--- src/rtl/gtrom_flash_ctrl.sv ---
// GTROM (mapper 111) PRG flash command sequencer: decodes SST39SF040-style
// unlock sequences, drives a req/ack memory backend and emulates status/ID reads.
module gtrom_flash_ctrl #(
  parameter logic [7:0] MAN_ID = 8'hBF,
  parameter logic [7:0] DEV_ID = 8'hB7
) (
  input  logic        clk,
  input  logic        map_rst,
  input  logic        wr_stb,
  input  logic [14:0] wr_addr,
  input  logic [7:0]  wr_dat,
  input  logic [3:0]  bank,
  input  logic        rd_stb,
  input  logic [14:0] rd_addr,
  output logic        ovr_oe,
  output logic [7:0]  ovr_dat,
  output logic        busy,
  output logic        mem_req,
  output logic [1:0]  mem_op,
  output logic [18:0] mem_addr,
  output logic [7:0]  mem_dat,
  input  logic        mem_ack
);

  typedef enum logic [3:0] {
    S_IDLE = 4'd0,
    S_U1   = 4'd1,
    S_U2   = 4'd2,
    S_PGM  = 4'd3,
    S_E1   = 4'd4,
    S_E2   = 4'd5,
    S_E3   = 4'd6,
    S_ID   = 4'd7,
    S_BUSY = 4'd8
  } state_e;

  state_e      state_q, state_d;
  logic [1:0]  op_q, op_d;
  logic [18:0] addr_q, addr_d;
  logic [7:0]  dat_q, dat_d;
  logic        dq7_q, dq7_d;
  logic        tgl_q, tgl_d;

  logic at_5555_s, at_2aaa_s, busy_s, id_s;
  logic unused_rd_addr_s;

  assign at_5555_s        = (wr_addr == 15'h5555);
  assign at_2aaa_s        = (wr_addr == 15'h2AAA);
  assign busy_s           = (state_q == S_BUSY);
  assign id_s             = (state_q == S_ID);
  assign unused_rd_addr_s = ^rd_addr[14:1];

  // State and operand registers
  always_ff @(posedge clk) begin
    if (map_rst) begin
      state_q <= S_IDLE;
      op_q    <= 2'd0;
      addr_q  <= 19'd0;
      dat_q   <= 8'd0;
      dq7_q   <= 1'b0;
      tgl_q   <= 1'b0;
    end else begin
      state_q <= state_d;
      op_q    <= op_d;
      addr_q  <= addr_d;
      dat_q   <= dat_d;
      dq7_q   <= dq7_d;
      tgl_q   <= tgl_d;
    end
  end

  // Command decode; every strobe is judged once, mismatches fall back to IDLE
  always_comb begin
    state_d = state_q;
    op_d    = op_q;
    addr_d  = addr_q;
    dat_d   = dat_q;
    dq7_d   = dq7_q;
    tgl_d   = tgl_q ^ (rd_stb & busy_s);
    case (state_q)
      S_IDLE: begin
        if (wr_stb && wr_dat == 8'hAA && at_5555_s) state_d = S_U1;
        else                                          state_d = S_IDLE;
      end
      S_U1: begin
        if (wr_stb) state_d = (wr_dat == 8'h55 && at_2aaa_s) ? S_U2 : S_IDLE;
        else        state_d = S_U1;
      end
      S_U2: begin
        if (wr_stb && at_5555_s && wr_dat == 8'hA0)      state_d = S_PGM;
        else if (wr_stb && at_5555_s && wr_dat == 8'h80) state_d = S_E1;
        else if (wr_stb && at_5555_s && wr_dat == 8'h90) state_d = S_ID;
        else if (wr_stb)                                 state_d = S_IDLE;
        else                                             state_d = S_U2;
      end
      S_PGM: begin
        if (wr_stb) begin
          state_d = S_BUSY;
          op_d    = 2'd0;
          addr_d  = {bank, wr_addr};
          dat_d   = wr_dat;
          dq7_d   = ~wr_dat[7];
        end else begin
          state_d = S_PGM;
        end
      end
      S_E1: begin
        if (wr_stb) state_d = (wr_dat == 8'hAA && at_5555_s) ? S_E2 : S_IDLE;
        else        state_d = S_E1;
      end
      S_E2: begin
        if (wr_stb) state_d = (wr_dat == 8'h55 && at_2aaa_s) ? S_E3 : S_IDLE;
        else        state_d = S_E2;
      end
      S_E3: begin
        if (wr_stb && wr_dat == 8'h30) begin
          state_d = S_BUSY;
          op_d    = 2'd1;
          addr_d  = {bank, wr_addr[14:12], 12'h000};
          dat_d   = 8'hFF;
          dq7_d   = 1'b0;
        end else if (wr_stb && wr_dat == 8'h10 && at_5555_s) begin
          state_d = S_BUSY;
          op_d    = 2'd2;
          addr_d  = 19'd0;
          dat_d   = 8'hFF;
          dq7_d   = 1'b0;
        end else if (wr_stb) begin
          state_d = S_IDLE;
        end else begin
          state_d = S_E3;
        end
      end
      S_ID: begin
        if (wr_stb && wr_dat == 8'hF0) state_d = S_IDLE;
        else                           state_d = S_ID;
      end
      S_BUSY: begin
        if (mem_ack) state_d = S_IDLE;
        else         state_d = S_BUSY;
      end
      default: state_d = S_IDLE;
    endcase
  end

  // Read override: status bits while busy, software ID while in ID mode
  always_comb begin
    ovr_dat = 8'h00;
    if (busy_s)    ovr_dat = {dq7_q, tgl_q, 6'b000000};
    else if (id_s) ovr_dat = rd_addr[0] ? DEV_ID : MAN_ID;
    else           ovr_dat = 8'h00;
  end

  assign ovr_oe   = busy_s | id_s;
  assign busy     = busy_s;
  assign mem_req  = busy_s;
  assign mem_op   = op_q;
  assign mem_addr = addr_q;
  assign mem_dat  = dat_q;

endmodule

--- config.mk ---
export PLATFORM = sky130hd
export DESIGN_NAME = gtrom_flash_ctrl
export DESIGN_NICKNAME = d
export VERILOG_FILES = /design/src/rtl/gtrom_flash_ctrl.sv
export SDC_FILE = /design/constraint.sdc
export NUM_CORES = 1
export LEC_CHECK = 0
export ABC_AREA = 1
export BUFFER_PORTS_ARGS = -buffer_cell sky130_fd_sc_hd__buf_2
export CORE_MARGIN = 10
export CORE_UTILIZATION = 49
export CTS_BUF_LIST = sky130_fd_sc_hd__clkbuf_8
export DETAILED_ROUTE_END_ITERATION = 6
export PLACE_DENSITY = 0.82
export SYNTH_ARGS = -nofsm -noshare
export SYNTH_HDL_FRONTEND = slang
export SYNTH_SLANG_ARGS = --single-unit
--- constraint.sdc ---
create_clock -name clk -period 1.6 [get_ports clk]
set_clock_uncertainty 0.15 [all_clocks]
set_input_delay 0 -clock clk [delete_from_list [all_inputs] [get_ports clk]]
set_output_delay 0 -clock clk [all_outputs]
set_load 0.01 [all_outputs]
# == Word level (Yosys, flattened, before mapping) ==
# Cells that the tools add are included.
# word_totals
regBits,35
in_bits,47
output_inout_bits,40
elab_cells,82
# op_classes
eq_ne,20
n_mux,37
n_bitwise,4
reduce_logical,15
# op_table
op,n
two-way mux 19 bit,3
"equality test 8 bit, second input constant",5
two-way mux 8 bit,5
case mux 19 bit (2 select lines),1
case mux 4 bit (9 select lines),1
two-way mux 3 bit,9
two-way mux 4 bit,5
"equality test 4 x 3 -> 1 bit, second input constant",4
case mux 8 bit (2 select lines),1
"equality test 15 x 14 -> 1 bit, second input constant",1
"equality test 15 bit, second input constant",1
logical AND 1 bit,12
two-way mux 2 bit,6
"equality test 4 x 2 -> 1 bit, second input constant",2
"equality test 8 x 5 -> 1 bit, second input constant",1
"equality test 8 x 6 -> 1 bit, second input constant",1
"equality test 8 x 7 -> 1 bit, second input constant",1
"equality test 4 x 1 -> 1 bit, second input constant",1
"equality test 4 bit, second input constant",1
logical NOT 4 bit,1
two-way mux 1 bit,4
case mux 2 bit (2 select lines),1
"inequality test 3 bit, second input constant",1
AND reduction 3 bit,1
other kinds (7),7

# == Longest topological paths before layout ==
# logic_depth
depth_word,7
ltp_mapped,11
mapped_depth_nobuf,11

# == Worst setup path before layout ==
# No wires, ideal clock.
# synth_timing
path_kind,flip-flop to flip-flop
from,register state_q[2]
to,register addr_q[12] (netlist: mem_addr[12])
setup_ps,128
arrival_ps,1213
required_time_ps,1322
slack_ps,109
stages_incl_launch_ff,11
synth_period_minus_slack_ps,1491
path_cell_list,dfxtp_1 inv_2 nor2_1 nand3_1 nor2_2 nand3_4 nand3_4 buf_8 nand2_1 nand2_1 nor2_1
# synth_via
elab_chain_cells,3
elab_cells_between_ends,7
classes_between,eq/ne (4); mux (1); reduce/logical (2)
# synth_lines
element,line_no,source
from (decl),37,"state_e state_q, state_d;"
from (signal assigned),63,state_q <= state_d;
equality test 4 x 3 -> 1 bit / equality test 4 x 2 -> 1 bit (equally long branches),80,case (state_q)
"inequality test 3 bit (no line), or another cell as far along",--,
AND reduction 3 bit (no line),--,
to (signal assigned),65,addr_q <= addr_d;
to (decl),39,"logic [18:0] addr_q, addr_d;"
# Several ways; a longest one is shown, not always the timed one.
# A chain may end at the register's enable or synchronous reset.

# == Worst setup path after layout ==
# layout_timing
from,register state_q[3]
to,register addr_q[10] (netlist: mem_addr[10])
# The elaborated chain is that of the path after synthesis.

==> impl_metrics.ini <==
[status]
outcome = finished clean

[sta]
period_minus_slack_ps = 1580
hold_viol_final = 0
min_period_over_period_pct = 98.5
fmax_mhz = 634
drv_slew = 0
tightest_slew_ps = 319
setup_violations = 0
slew_headroom_pct = 78.7
rsz0062_at_grt = true

[job]
max_cap_violations = 0

[synth]
ys_seq_elements = 35
ys_seq_area_share_pct = 34.5
syn_inst = 312
ys_warn_count = 0
synth_area_mm2 = 0.00203
syn_avg_cell_area_um2 = 6.50
syn_nets = 359
synth.distinct_cells = 26

[place]
routabilityCongestion = 0.912
dp_hpwl_mm = 4.62
placed_area_mm2 = 0.00242
port_buffers = 72

[clock_network]
tritoncts = yes
clk_path_buf_depth = 2
clkLatencyLatePin_ps = 290
numCtsBuffers = 5
clk_transition_reported_paths_ps = 70
clkSinkCount = 35
htree_levels = 2
clockRootBuffer = clkbuf_8

[die]
fp-row-count = 23
dieArea_mm2 = 0.00712
ioPinCount = 87
die_w_um = 84.4
fp.dieH_um = 84.4
initial_core_util_pct = 50.7
core_mm2 = 0.00400

[final_layout]
diodes = 0
register_area_um2 = 713
multi_input_area_mm2 = 0.00114
fin_util_pct = 74.9
final_common_cell = nand2_1
area_delta_synth_final_pct = 47.7
final_cell_mix = nand2_1 (75), buf_2 (70), nor2_1 (55), dfxtp_1 (31), inv_1 (30)
final_nets = 470
nFillCells = 263
drive_gt1_share_pct = 32.5
final_area_mm2 = 0.00300

[grt]
grt_pass1_wl_mm = 11.2
antenna_found_initial = 0
grt_max_degree = 25
grt_pass1_vias = 2399
grtUsageTotal_pct = 18.5
gr-total-overflow = 0

[detailed_routing]
wl_met3_um = 596
drtIter0Drc = 232
dr_wl_met2_mm = 4.03
wl_met1_mm = 2.67
vias = 2590
drc = 0
ant_nets = 0
drt-vias-per-instance = 5.46
totalWireLength_mm = 7.61
drt_pass1_iterations = 5
routed.top_layer = met4
wl_per_cell_um = 16.1

[worst_hold_path]
min_path_type = input pin to flop

[setup_path]
start_kind = flop
crit_type = flop to flop
critPathMaxFanout = 16
worstPathRequired_ps = 1620
end_kind = flop
critPathArrivalTime_ps = 1600

[power_and_ir_drop]
ir_drop_mv = 0.542
powerDensity_mw_per_mm2 = 572
p_leak_uw = 0.00148
flip-flops by register name (all words and copies together) (netlist names):
signal / count
mem_dat: 8
mem_op: 2
state_q: 4
tgl_q: 1
dq7_q: 1
mem_addr: 19
cell type report:
cell class                 instances  share of cell area (%)
clock buffer                       5                    2.30
multi-input combinational        223                    38.2
timing repair buffer             121                    28.2
tap                               50                    2.09
clock inverter                     3                   0.543
inverter                          37                    4.89
sequential                        35                    23.8
worst max-delay path: stages, from the launching register on:
cell and delay [ps]:
dfxtp_4 370, inv_4 70, nand3_4 100, nor2_4 200
nand3_4 170, buf_12 200, nand4_1 110, a21oi_1 80
where the power goes:
group	total, uW	switching [uW]	internal (uW)	leakage, uW
Combinational	209	109	99.4	0.00115
Clock	639	341	298	0.0000453
Sequential	865	0.00000624	865	0.000285
metal layers:
metal | vias up | track usage (%)
li1 | 1218 | -
met1 | 1199 | 18.7
met2 | 141 | 35.1
met3 | 32 | 4.54
met4 | 0 | 7.78
met5 | - | 0
Yosys cell counts (all sizes together):
master	n	area share [%]
nand3	19	7.0
o22ai	1	0.31
o21ai	10	2.7
a21oi	17	4.6
nand4	23	7.1
o211ai	1	0.37
nand2	76	14
clkbuf	4	0.74
buf	15	5.4
inv	37	6.8
o2111ai	1	0.43
nor3	3	0.74
nor2	69	15
dfxtp	35	35
a21boi	1	0.37
worst paths after layout:
check	slack, ps	startpoint	cells after the start	to
setup / recovery	20	state_q[3]$_SDFF_PP0_	7	mem_addr[10]$_SDFFE_PP0P_
hold reg to reg	330	mem_addr[0]$_SDFFE_PP0P_	2	mem_addr[0]$_SDFFE_PP0P_
hold / removal	60	wr_stb	5	state_q[0]$_SDFF_PP0_
setup reg to reg	20	state_q[3]$_SDFF_PP0_	7	mem_addr[10]$_SDFFE_PP0P_
per-stage QoR:
| stage | setup WS, ps | cells | hold slack, ps | setup TNS, ps | power, uW |
|---|---|---|---|---|---|
| finish | 23.5 | 474 | 60.3 | 0 | 1710 |
| global route | -32.3 | 474 | 105 | -143 | 1750 |
| CTS | 9.73 | 467 | 39.6 | 0 | 1690 |
| detailed placement | 12.8 | 428 | 83.5 | 0 | 1020 |
| global placement | 94.3 | 428 | 83.2 | 0 | 1020 |
| floorplan | 109 | 312 | -102 | 0 | 953 |
repair_timing:
action                                  CTS  global route
pin swaps                                 2            12
hold buffers                             30             0
cloned                                    1             1
buffers inserted                          0             7
endpoints found under the setup margin    2            31
hold endpoints to repair                 31             0
resized for setup                         5            33
cells by family after synthesis:
group                  after synthesis  synth area share [%]
DFF                                 35                  34.5
AOI/OAI and AO/OA                   31                  8.69
buffers and inverters               56                  13.0
and+or+nand+nor                    190                  43.8
Power figures use the tool's default switching activity.
